==> src/rtl/i2c_seq_pkg.sv <==
// Shared definitions for the hsdaoh I2C init sequencer: FSM states, table-entry
// field layout and delay helpers.
package i2c_seq_pkg;

  typedef enum logic [2:0] {
    S_STARTUP,
    S_FETCH,
    S_ISSUE,
    S_WAIT_BUSY,
    S_WAIT_DONE,
    S_RETRY_WAIT,
    S_READY,
    S_HOST_DONE
  } seq_state_t;

  // A table entry whose device field equals this value terminates the walk.
  localparam int unsigned END_MARKER_DEVICE = 0;

  // Entries are packed {device, register, data}, data in the low bits.
  localparam int unsigned DATA_LSB = 0;

  function automatic int unsigned register_lsb(int unsigned data_width);
    return data_width;
  endfunction

  function automatic int unsigned device_lsb(int unsigned data_width, int unsigned register_width);
    return data_width + register_width;
  endfunction

  // The timer expires when it reaches zero, so an N-cycle delay loads N-1.
  function automatic int unsigned delay_load(int unsigned cycles);
    return (cycles == 0) ? 0 : cycles - 1;
  endfunction

endpackage

==> src/rtl/i2c_seq_timer.sv <==
// Loadable down-counter shared by the startup and retry delays; expired while
// the count sits at zero.
module i2c_seq_timer #(
  parameter int unsigned      WIDTH       = 10,
  parameter logic [WIDTH-1:0] RESET_VALUE = '0
) (
  input  logic             clock,
  input  logic             reset_n,
  input  logic             load,
  input  logic [WIDTH-1:0] load_value,
  output logic             expired
);

  logic [WIDTH-1:0] count;

  always_ff @(posedge clock or negedge reset_n) begin
    if (!reset_n) begin
      count <= RESET_VALUE;
    end else if (load) begin
      count <= load_value;
    end else if (count != '0) begin
      count <= count - WIDTH'(1);
    end
  end

  assign expired = (count == '0);

endmodule

==> src/rtl/i2c_init_sequencer.sv <==
// Drives the shared i2c_master: power-up delay, register-table walk with NACK
// retries, then single host transactions for the UART bridge.
module i2c_init_sequencer
  import i2c_seq_pkg::*;
#(
  parameter int unsigned DATA_WIDTH     = 8,
  parameter int unsigned REGISTER_WIDTH = 8,
  parameter int unsigned ADDRESS_WIDTH  = 7,
  parameter int unsigned NUM_ENTRIES    = 16,
  parameter int unsigned STARTUP_CYCLES = 1000,
  parameter int unsigned RETRY_CYCLES   = 500,
  parameter int unsigned MAX_RETRIES    = 3
) (
  input  logic                                                 clock,
  input  logic                                                 reset_n,
  output logic [$clog2(NUM_ENTRIES)-1:0]                       table_index,
  input  logic [ADDRESS_WIDTH+REGISTER_WIDTH+DATA_WIDTH-1:0]   table_entry,
  output logic                                                 m_enable,
  output logic                                                 m_read_write,
  output logic [ADDRESS_WIDTH-1:0]                             m_device_address,
  output logic [REGISTER_WIDTH-1:0]                            m_register_address,
  output logic [DATA_WIDTH-1:0]                                m_mosi_data,
  input  logic                                                 m_busy,
  input  logic                                                 m_got_acknowledge,
  input  logic [DATA_WIDTH-1:0]                                m_miso_data,
  input  logic                                                 host_valid,
  output logic                                                 host_ready,
  input  logic                                                 host_read_write,
  input  logic [ADDRESS_WIDTH-1:0]                             host_device_address,
  input  logic [REGISTER_WIDTH-1:0]                            host_register_address,
  input  logic [DATA_WIDTH-1:0]                                host_mosi_data,
  output logic                                                 host_done,
  output logic                                                 host_ack,
  output logic [DATA_WIDTH-1:0]                                host_miso_data,
  output logic                                                 init_done,
  output logic                                                 init_error
);

  localparam int unsigned IDX_W     = $clog2(NUM_ENTRIES);
  localparam int unsigned MAX_DELAY = (STARTUP_CYCLES > RETRY_CYCLES) ? STARTUP_CYCLES : RETRY_CYCLES;
  localparam int unsigned TIMER_W   = (MAX_DELAY > 1) ? $clog2(MAX_DELAY) : 1;
  localparam int unsigned RETRY_W   = (MAX_RETRIES > 0) ? $clog2(MAX_RETRIES + 1) : 1;
  localparam int unsigned REG_LSB   = register_lsb(DATA_WIDTH);
  localparam int unsigned DEV_LSB   = device_lsb(DATA_WIDTH, REGISTER_WIDTH);

  localparam logic [TIMER_W-1:0] STARTUP_LOAD = TIMER_W'(delay_load(STARTUP_CYCLES));
  localparam logic [TIMER_W-1:0] RETRY_LOAD   = TIMER_W'(delay_load(RETRY_CYCLES));

  seq_state_t state, state_next;

  logic [ADDRESS_WIDTH-1:0]  entry_device;
  logic [REGISTER_WIDTH-1:0] entry_register;
  logic [DATA_WIDTH-1:0]     entry_data;
  logic [RETRY_W-1:0]        retry_count;
  logic                      host_txn;
  logic                      table_end;
  logic                      fetch_end;
  logic                      fetch_entry;
  logic                      accept_host;
  logic                      txn_end;
  logic                      timer_load;
  logic [TIMER_W-1:0]        timer_load_value;
  logic                      timer_expired;

  assign entry_device   = table_entry[DEV_LSB +: ADDRESS_WIDTH];
  assign entry_register = table_entry[REG_LSB +: REGISTER_WIDTH];
  assign entry_data     = table_entry[DATA_LSB +: DATA_WIDTH];

  // Reloading on every state change keeps one counter valid for both delays.
  assign timer_load       = (state_next != state);
  assign timer_load_value = (state_next == S_RETRY_WAIT) ? RETRY_LOAD : STARTUP_LOAD;

  i2c_seq_timer #(
    .WIDTH       (TIMER_W),
    .RESET_VALUE (STARTUP_LOAD)
  ) u_timer (
    .clock      (clock),
    .reset_n    (reset_n),
    .load       (timer_load),
    .load_value (timer_load_value),
    .expired    (timer_expired)
  );

  always_ff @(posedge clock or negedge reset_n) begin
    if (!reset_n) begin
      state <= S_STARTUP;
    end else begin
      state <= state_next;
    end
  end

  always_comb begin
    state_next  = state;
    fetch_end   = 1'b0;
    fetch_entry = 1'b0;
    accept_host = 1'b0;
    txn_end     = 1'b0;
    case (state)
      S_STARTUP: begin
        if (timer_expired) state_next = S_FETCH;
      end
      S_FETCH: begin
        if (table_end || (entry_device == ADDRESS_WIDTH'(END_MARKER_DEVICE))) begin
          fetch_end  = 1'b1;
          state_next = S_READY;
        end else if (!m_busy) begin
          fetch_entry = 1'b1;
          state_next  = S_ISSUE;
        end
      end
      S_ISSUE: begin
        state_next = S_WAIT_BUSY;
      end
      S_WAIT_BUSY: begin
        if (m_busy) state_next = S_WAIT_DONE;
      end
      S_WAIT_DONE: begin
        if (!m_busy) begin
          txn_end = 1'b1;
          if (host_txn) begin
            state_next = S_HOST_DONE;
          end else if (!m_got_acknowledge && (retry_count < RETRY_W'(MAX_RETRIES))) begin
            state_next = S_RETRY_WAIT;
          end else begin
            state_next = S_FETCH;
          end
        end
      end
      S_RETRY_WAIT: begin
        if (timer_expired && !m_busy) state_next = S_ISSUE;
      end
      S_READY: begin
        if (host_valid && host_ready && !m_busy) begin
          accept_host = 1'b1;
          state_next  = S_ISSUE;
        end
      end
      S_HOST_DONE: begin
        state_next = S_READY;
      end
      default: begin
        state_next = S_STARTUP;
      end
    endcase
  end

  always_ff @(posedge clock or negedge reset_n) begin
    if (!reset_n) begin
      m_enable           <= 1'b0;
      m_read_write       <= 1'b0;
      m_device_address   <= '0;
      m_register_address <= '0;
      m_mosi_data        <= '0;
      table_index        <= '0;
      table_end          <= 1'b0;
      retry_count        <= '0;
      host_txn           <= 1'b0;
      host_ready         <= 1'b0;
      host_done          <= 1'b0;
      host_ack           <= 1'b0;
      host_miso_data     <= '0;
      init_done          <= 1'b0;
      init_error         <= 1'b0;
    end else begin
      m_enable   <= (state_next == S_ISSUE);
      host_ready <= (state_next == S_READY);
      host_done  <= (state_next == S_HOST_DONE);
      if (fetch_entry) begin
        m_read_write       <= 1'b0;
        m_device_address   <= entry_device;
        m_register_address <= entry_register;
        m_mosi_data        <= entry_data;
        retry_count        <= '0;
        host_txn           <= 1'b0;
      end
      if (accept_host) begin
        m_read_write       <= host_read_write;
        m_device_address   <= host_device_address;
        m_register_address <= host_register_address;
        m_mosi_data        <= host_mosi_data;
        host_txn           <= 1'b1;
      end
      if (fetch_end) init_done <= 1'b1;
      if (txn_end) begin
        if (host_txn) begin
          host_ack       <= m_got_acknowledge;
          host_miso_data <= m_miso_data;
        end else if (!m_got_acknowledge && (retry_count < RETRY_W'(MAX_RETRIES))) begin
          retry_count <= retry_count + RETRY_W'(1);
        end else begin
          // Acked or out of retries: move on; the index saturates and the end flag takes over.
          if (!m_got_acknowledge) init_error <= 1'b1;
          if (table_index == IDX_W'(NUM_ENTRIES - 1)) begin
            table_end <= 1'b1;
          end else begin
            table_index <= table_index + IDX_W'(1);
          end
        end
      end
    end
  end

endmodule

==> config.mk <==
export PLATFORM = sky130hd
export DESIGN_NAME = i2c_init_sequencer
export DESIGN_NICKNAME = d
export VERILOG_FILES = /design/src/rtl/i2c_seq_pkg.sv /design/src/rtl/i2c_seq_timer.sv /design/src/rtl/i2c_init_sequencer.sv
export SDC_FILE = /design/constraint.sdc
export NUM_CORES = 1
export LEC_CHECK = 0
export ABC_CLOCK_PERIOD_IN_PS = 2050
export CORE_AREA = 2 2 94 96
export DETAILED_ROUTE_END_ITERATION = 8
export DIE_AREA = 0 0 96 98
export GPL_ROUTABILITY_DRIVEN = 1
export GPL_TIMING_DRIVEN = 1
export MAX_ROUTING_LAYER = met4
export PLACE_DENSITY_LB_ADDON = 0.05
export SLEW_MARGIN = 20
export SYNTH_ARGS = -nofsm -noshare
export SYNTH_HDL_FRONTEND = slang
export SYNTH_SLANG_ARGS = --single-unit
==> constraint.sdc <==
create_clock -name clock -period 2.05 [get_ports clock]
set_input_delay 0.41 -clock clock [delete_from_list [all_inputs] [get_ports clock]]
set_output_delay 0.41 -clock clock [all_outputs]
set_load 0.02 [all_outputs]
==> flow_metrics.env <==
export IMPL_clk_pin_slew_worst_paths_ns=0.07
export IMPL_vias=2430
export IMPL_tritoncts="yes"
export IMPL_synth_net_count=332
export IMPL_synth_edf_count=0
export IMPL_reg2reg_setup_slack_ns=0.001
export IMPL_post_synth_top_area_fraction_pct=44.7
export IMPL_clk_path_buf_depth=2
export IMPL_final_period_utilization_pct=99.9
export IMPL_route_detailed_vias_per_inst=4.72
export IMPL_timing_critical_path_to_type="flip-flop"
export IMPL_setup_tns_final_ns=0
export IMPL_hold_slack_ns=0.0748
export IMPL_final_setup_skew_ns=0.00955
export IMPL_die_width_um=96
export IMPL_fin_crit_ns=2.05
export IMPL_critical_path_data_arrival_time_ns=2.26
export IMPL_ys_seq_area_share_pct=52.0
export IMPL_r2r_start="u_timer.count[0]"
export IMPL_firstDrtPassIters=4
export IMPL_synth_area_per_cell_um2=10.7
export IMPL_drtIter0Drc=64
export IMPL_post_route_drc_count=0
export IMPL_design_die_area_um2=9410
export IMPL_rows=34
export IMPL_rsz_0062_raised_after_global_routing="yes"
export IMPL_ir_worst_vdd_mv=0.525
export IMPL_io_buffers=101
export IMPL_count_of_nets_left_with_antenna_violations_after_detail_routing=0
export IMPL_r2r_end="u_timer.count[4]"
export IMPL_grt_first_pass_wirelength_mm=12.1
export IMPL_final_cells=515
export IMPL_cts_buffers=9
export IMPL_timing_max_slew_rel_slack_pct=60.8
export IMPL_synth_top_cells_by_area="sky130_fd_sc_hd__dfrtp_1, sky130_fd_sc_hd__mux2i_1, sky130_fd_sc_hd__dfstp_2"
export IMPL_postSynthCellCount=268
export IMPL_synth_top_area_cell="sky130_fd_sc_hd__dfrtp_1"
export IMPL_cp_start_kind="flip-flop"
export IMPL_required_time_reported_for_the_critical_path_endpoint_ns=2.26
export IMPL_leakagePower_nw=1.93
export IMPL_area_growth_synth_to_final_pct=60.6
export IMPL_outcome="finished, final reports clean"
export IMPL_least_margin_pin_slew_ns=0.587
export IMPL_final_layout_size_suffix_gt1_share_pct=21.4
export IMPL_async_reset_ff_share_pct=100
export IMPL_top_achievable_clock_speed_mhz=488
export IMPL_criticalPathCategory="reg2reg"
export IMPL_ctsHoldBuffers=0
export IMPL_post_route_util_pct=54.2
export IMPL_cts_sinks=59
export IMPL_htree_num_levels=3
export IMPL_design_final_nets=466
export IMPL_grt_start_max_net_pins=48
export IMPL_drt_wirelength_per_cell_um=13.9
export IMPL_maxSlewViolCount=0
export IMPL_count_of_warnings_emitted_by_yosys=0
export IMPL_dpl_hpwl_mm=5.23
export IMPL_post_synth_num_cell_types=49
export IMPL_pwr_density_cell_nw_per_um2=1290
export IMPL_first_global_vias=2525
export IMPL_antenna_diode_count=0
export IMPL_floorplan_die_height_um=98
export IMPL_max_cap_viol_count=0
export IMPL_synth_area_um2=2860
export IMPL_flip_flop_cell_with_the_highest_count_after_synthesis="sky130_fd_sc_hd__dfrtp_1"
export IMPL_total_congestion_overflow_after_global_routing=0
export IMPL_setup_viol=0
export IMPL_top_level_ports=102
export IMPL_cts_root_buffer_cell="sky130_fd_sc_hd__clkbuf_8"
export IMPL_timing_hold_worst_class="in2async"
export IMPL_worst_path_max_fanout=3
export IMPL_finalHoldViolations=0
export IMPL_clkLatencyLatePin_ns=0.33
export IMPL_antenna_found_initial=0
export IMPL_start_util_pct=33.8
export IMPL_route_final_wire_length_mm=7.17
export IMPL_grt_use_total_pct=16.8
export IMPL_core_area_um2=8470
export IMPL_worstRegToRegCells=7
export IMPL_gp_routability_congestion=0.755
export IMPL_placed_cells_incl_taps=498
export IMPL_register_bit_count_reported_by_yosys=59
-- power breakdown --
part           total [W]  switching, W  internal [W]  leakage (nW)
logic            0.00265       0.00127       0.00138          1.07
registers        0.00197      0.000334       0.00163         0.733
clock network    0.00129      0.000448      0.000837         0.123
-- worst max-delay path, cell delays in order, from the launching register on --
cell                      delay [ns]
sky130_fd_sc_hd__dfstp_2        0.38
sky130_fd_sc_hd__inv_2          0.06
sky130_fd_sc_hd__ha_4           0.14
sky130_fd_sc_hd__or4b_4         0.46
sky130_fd_sc_hd__or4_4          0.41
sky130_fd_sc_hd__nand4_1        0.13
sky130_fd_sc_hd__nor3_1         0.08
sky130_fd_sc_hd__mux2_4         0.27
-- cell families (layout without fill, tap and decap cells) --
| kind of cell | count (synthesis) | count (layout) | synth area share, % |
|---|---|---|---|
| flip-flops | 59 | 59 | 52.0 |
| adder cells (fa/ha/maj) | 4 | 4 | 1.75 |
| XOR/XNOR | 8 | 8 | 2.45 |
| AO/OA/AOI/OAI | 47 | 47 | 10.2 |
| buffers and inverters | 19 | 158 | 2.76 |
| AND/OR/NAND/NOR | 94 | 94 | 17.3 |
| multiplexers | 37 | 37 | 13.6 |
-- layout make-up --
type                    instances  area [µm²]
fillers                       757        3880
clock inverters                 5         100
well taps                     108         135
multi-input cells             190        1360
repair buffers                135        1340
inverters                       7        26.3
flip-flops and latches         59        1490
clock buffers                  11         141
-- Yosys cell counts, types with 5 or more instances --
master,instances
sky130_fd_sc_hd__nand2b_1,5
sky130_fd_sc_hd__clkbuf_1,8
sky130_fd_sc_hd__nand3_1,5
sky130_fd_sc_hd__o21ai_0,26
sky130_fd_sc_hd__nand2_1,41
sky130_fd_sc_hd__nor3_1,5
sky130_fd_sc_hd__o21ai_1,5
sky130_fd_sc_hd__dfrtp_1,51
sky130_fd_sc_hd__nor2_1,13
sky130_fd_sc_hd__inv_1,7
sky130_fd_sc_hd__dfstp_2,8
sky130_fd_sc_hd__mux2_2,10
sky130_fd_sc_hd__mux2i_1,26
-- worst max-delay path by stage --
| stage | endpoint | slack, ns | cells past startpoint | start |
|---|---|---|---|---|
| final | u_timer.count[4] | 0.001 | 7 | u_timer.count[0] |
| after global routing | u_timer.count[4] | -0.07 | 7 | u_timer.count[1] |
| after CTS | u_timer.count[9] | 0.003 | 8 | table_entry[16] |
| after detailed placement | m_mosi_data[5] | -0.34 | 9 | table_entry[16] |
| after global placement | u_timer.count[9] | -0.31 | 8 | table_entry[16] |
| after floorplan | u_timer.count[4] | -0.02 | 8 | u_timer.count[0] |
-- what timing repair did --
action / 4_1_cts / 5_1_grt
resized for setup: 1 / 9
cloned: 0 / 1
setup buffers: 1 / 0
pin swaps: 1 / 1
setup endpoints to repair: 1 / 22
-- stage by stage --
stage	setup slack (ns)	total power, W	area [µm²]
floorplan	-0.0206	0.00328	2890
global route	-0.0670	0.00629	4590
finish	0.00124	0.00590	4590
global placement	-0.306	0.00455	4290
CTS	0.00265	0.00593	4540
detailed placement	-0.342	0.00458	4290
-- metal layers --
metal  global-route usage (%)  up-vias  part of all wire (%)
li1                         -     1211                     -
met4                     3.96        0                   1.0
met1                     21.5     1149                    46
met2                     25.1       63                    47
met3                     6.25        7                   6.0
met5                        -        -                     0
-- registers in the layout, summed over array words and instances (netlist names), 2 cells and up --
name and cells:
u_timer.count 10, host_miso_data 8, m_mosi_data 8, m_register_address 8, m_device_address 7, table_index 4, state 3, retry_count 2
-- cells in the final DEF, fill, tap and decap left out, types with 3 or more instances in the layout --
master / n
sky130_fd_sc_hd__ha_1: 3
sky130_fd_sc_hd__buf_12: 4
sky130_fd_sc_hd__dfrtp_1: 51
sky130_fd_sc_hd__nand2b_1: 5
sky130_fd_sc_hd__clkbuf_8: 10
sky130_fd_sc_hd__mux2i_1: 26
sky130_fd_sc_hd__nor2_1: 10
sky130_fd_sc_hd__buf_4: 27
sky130_fd_sc_hd__xor2_1: 4
sky130_fd_sc_hd__bufinv_16: 3
sky130_fd_sc_hd__dfstp_2: 8
sky130_fd_sc_hd__xnor2_1: 4
sky130_fd_sc_hd__o21ai_0: 25
sky130_fd_sc_hd__nand3_1: 5
sky130_fd_sc_hd__nor2_2: 3
sky130_fd_sc_hd__inv_1: 5
sky130_fd_sc_hd__o21ai_1: 6
sky130_fd_sc_hd__clkdlybuf4s50_1: 99
sky130_fd_sc_hd__mux2_2: 10
sky130_fd_sc_hd__nand2_1: 40
sky130_fd_sc_hd__nor3_1: 5
Power figures use the tool's default switching activity.
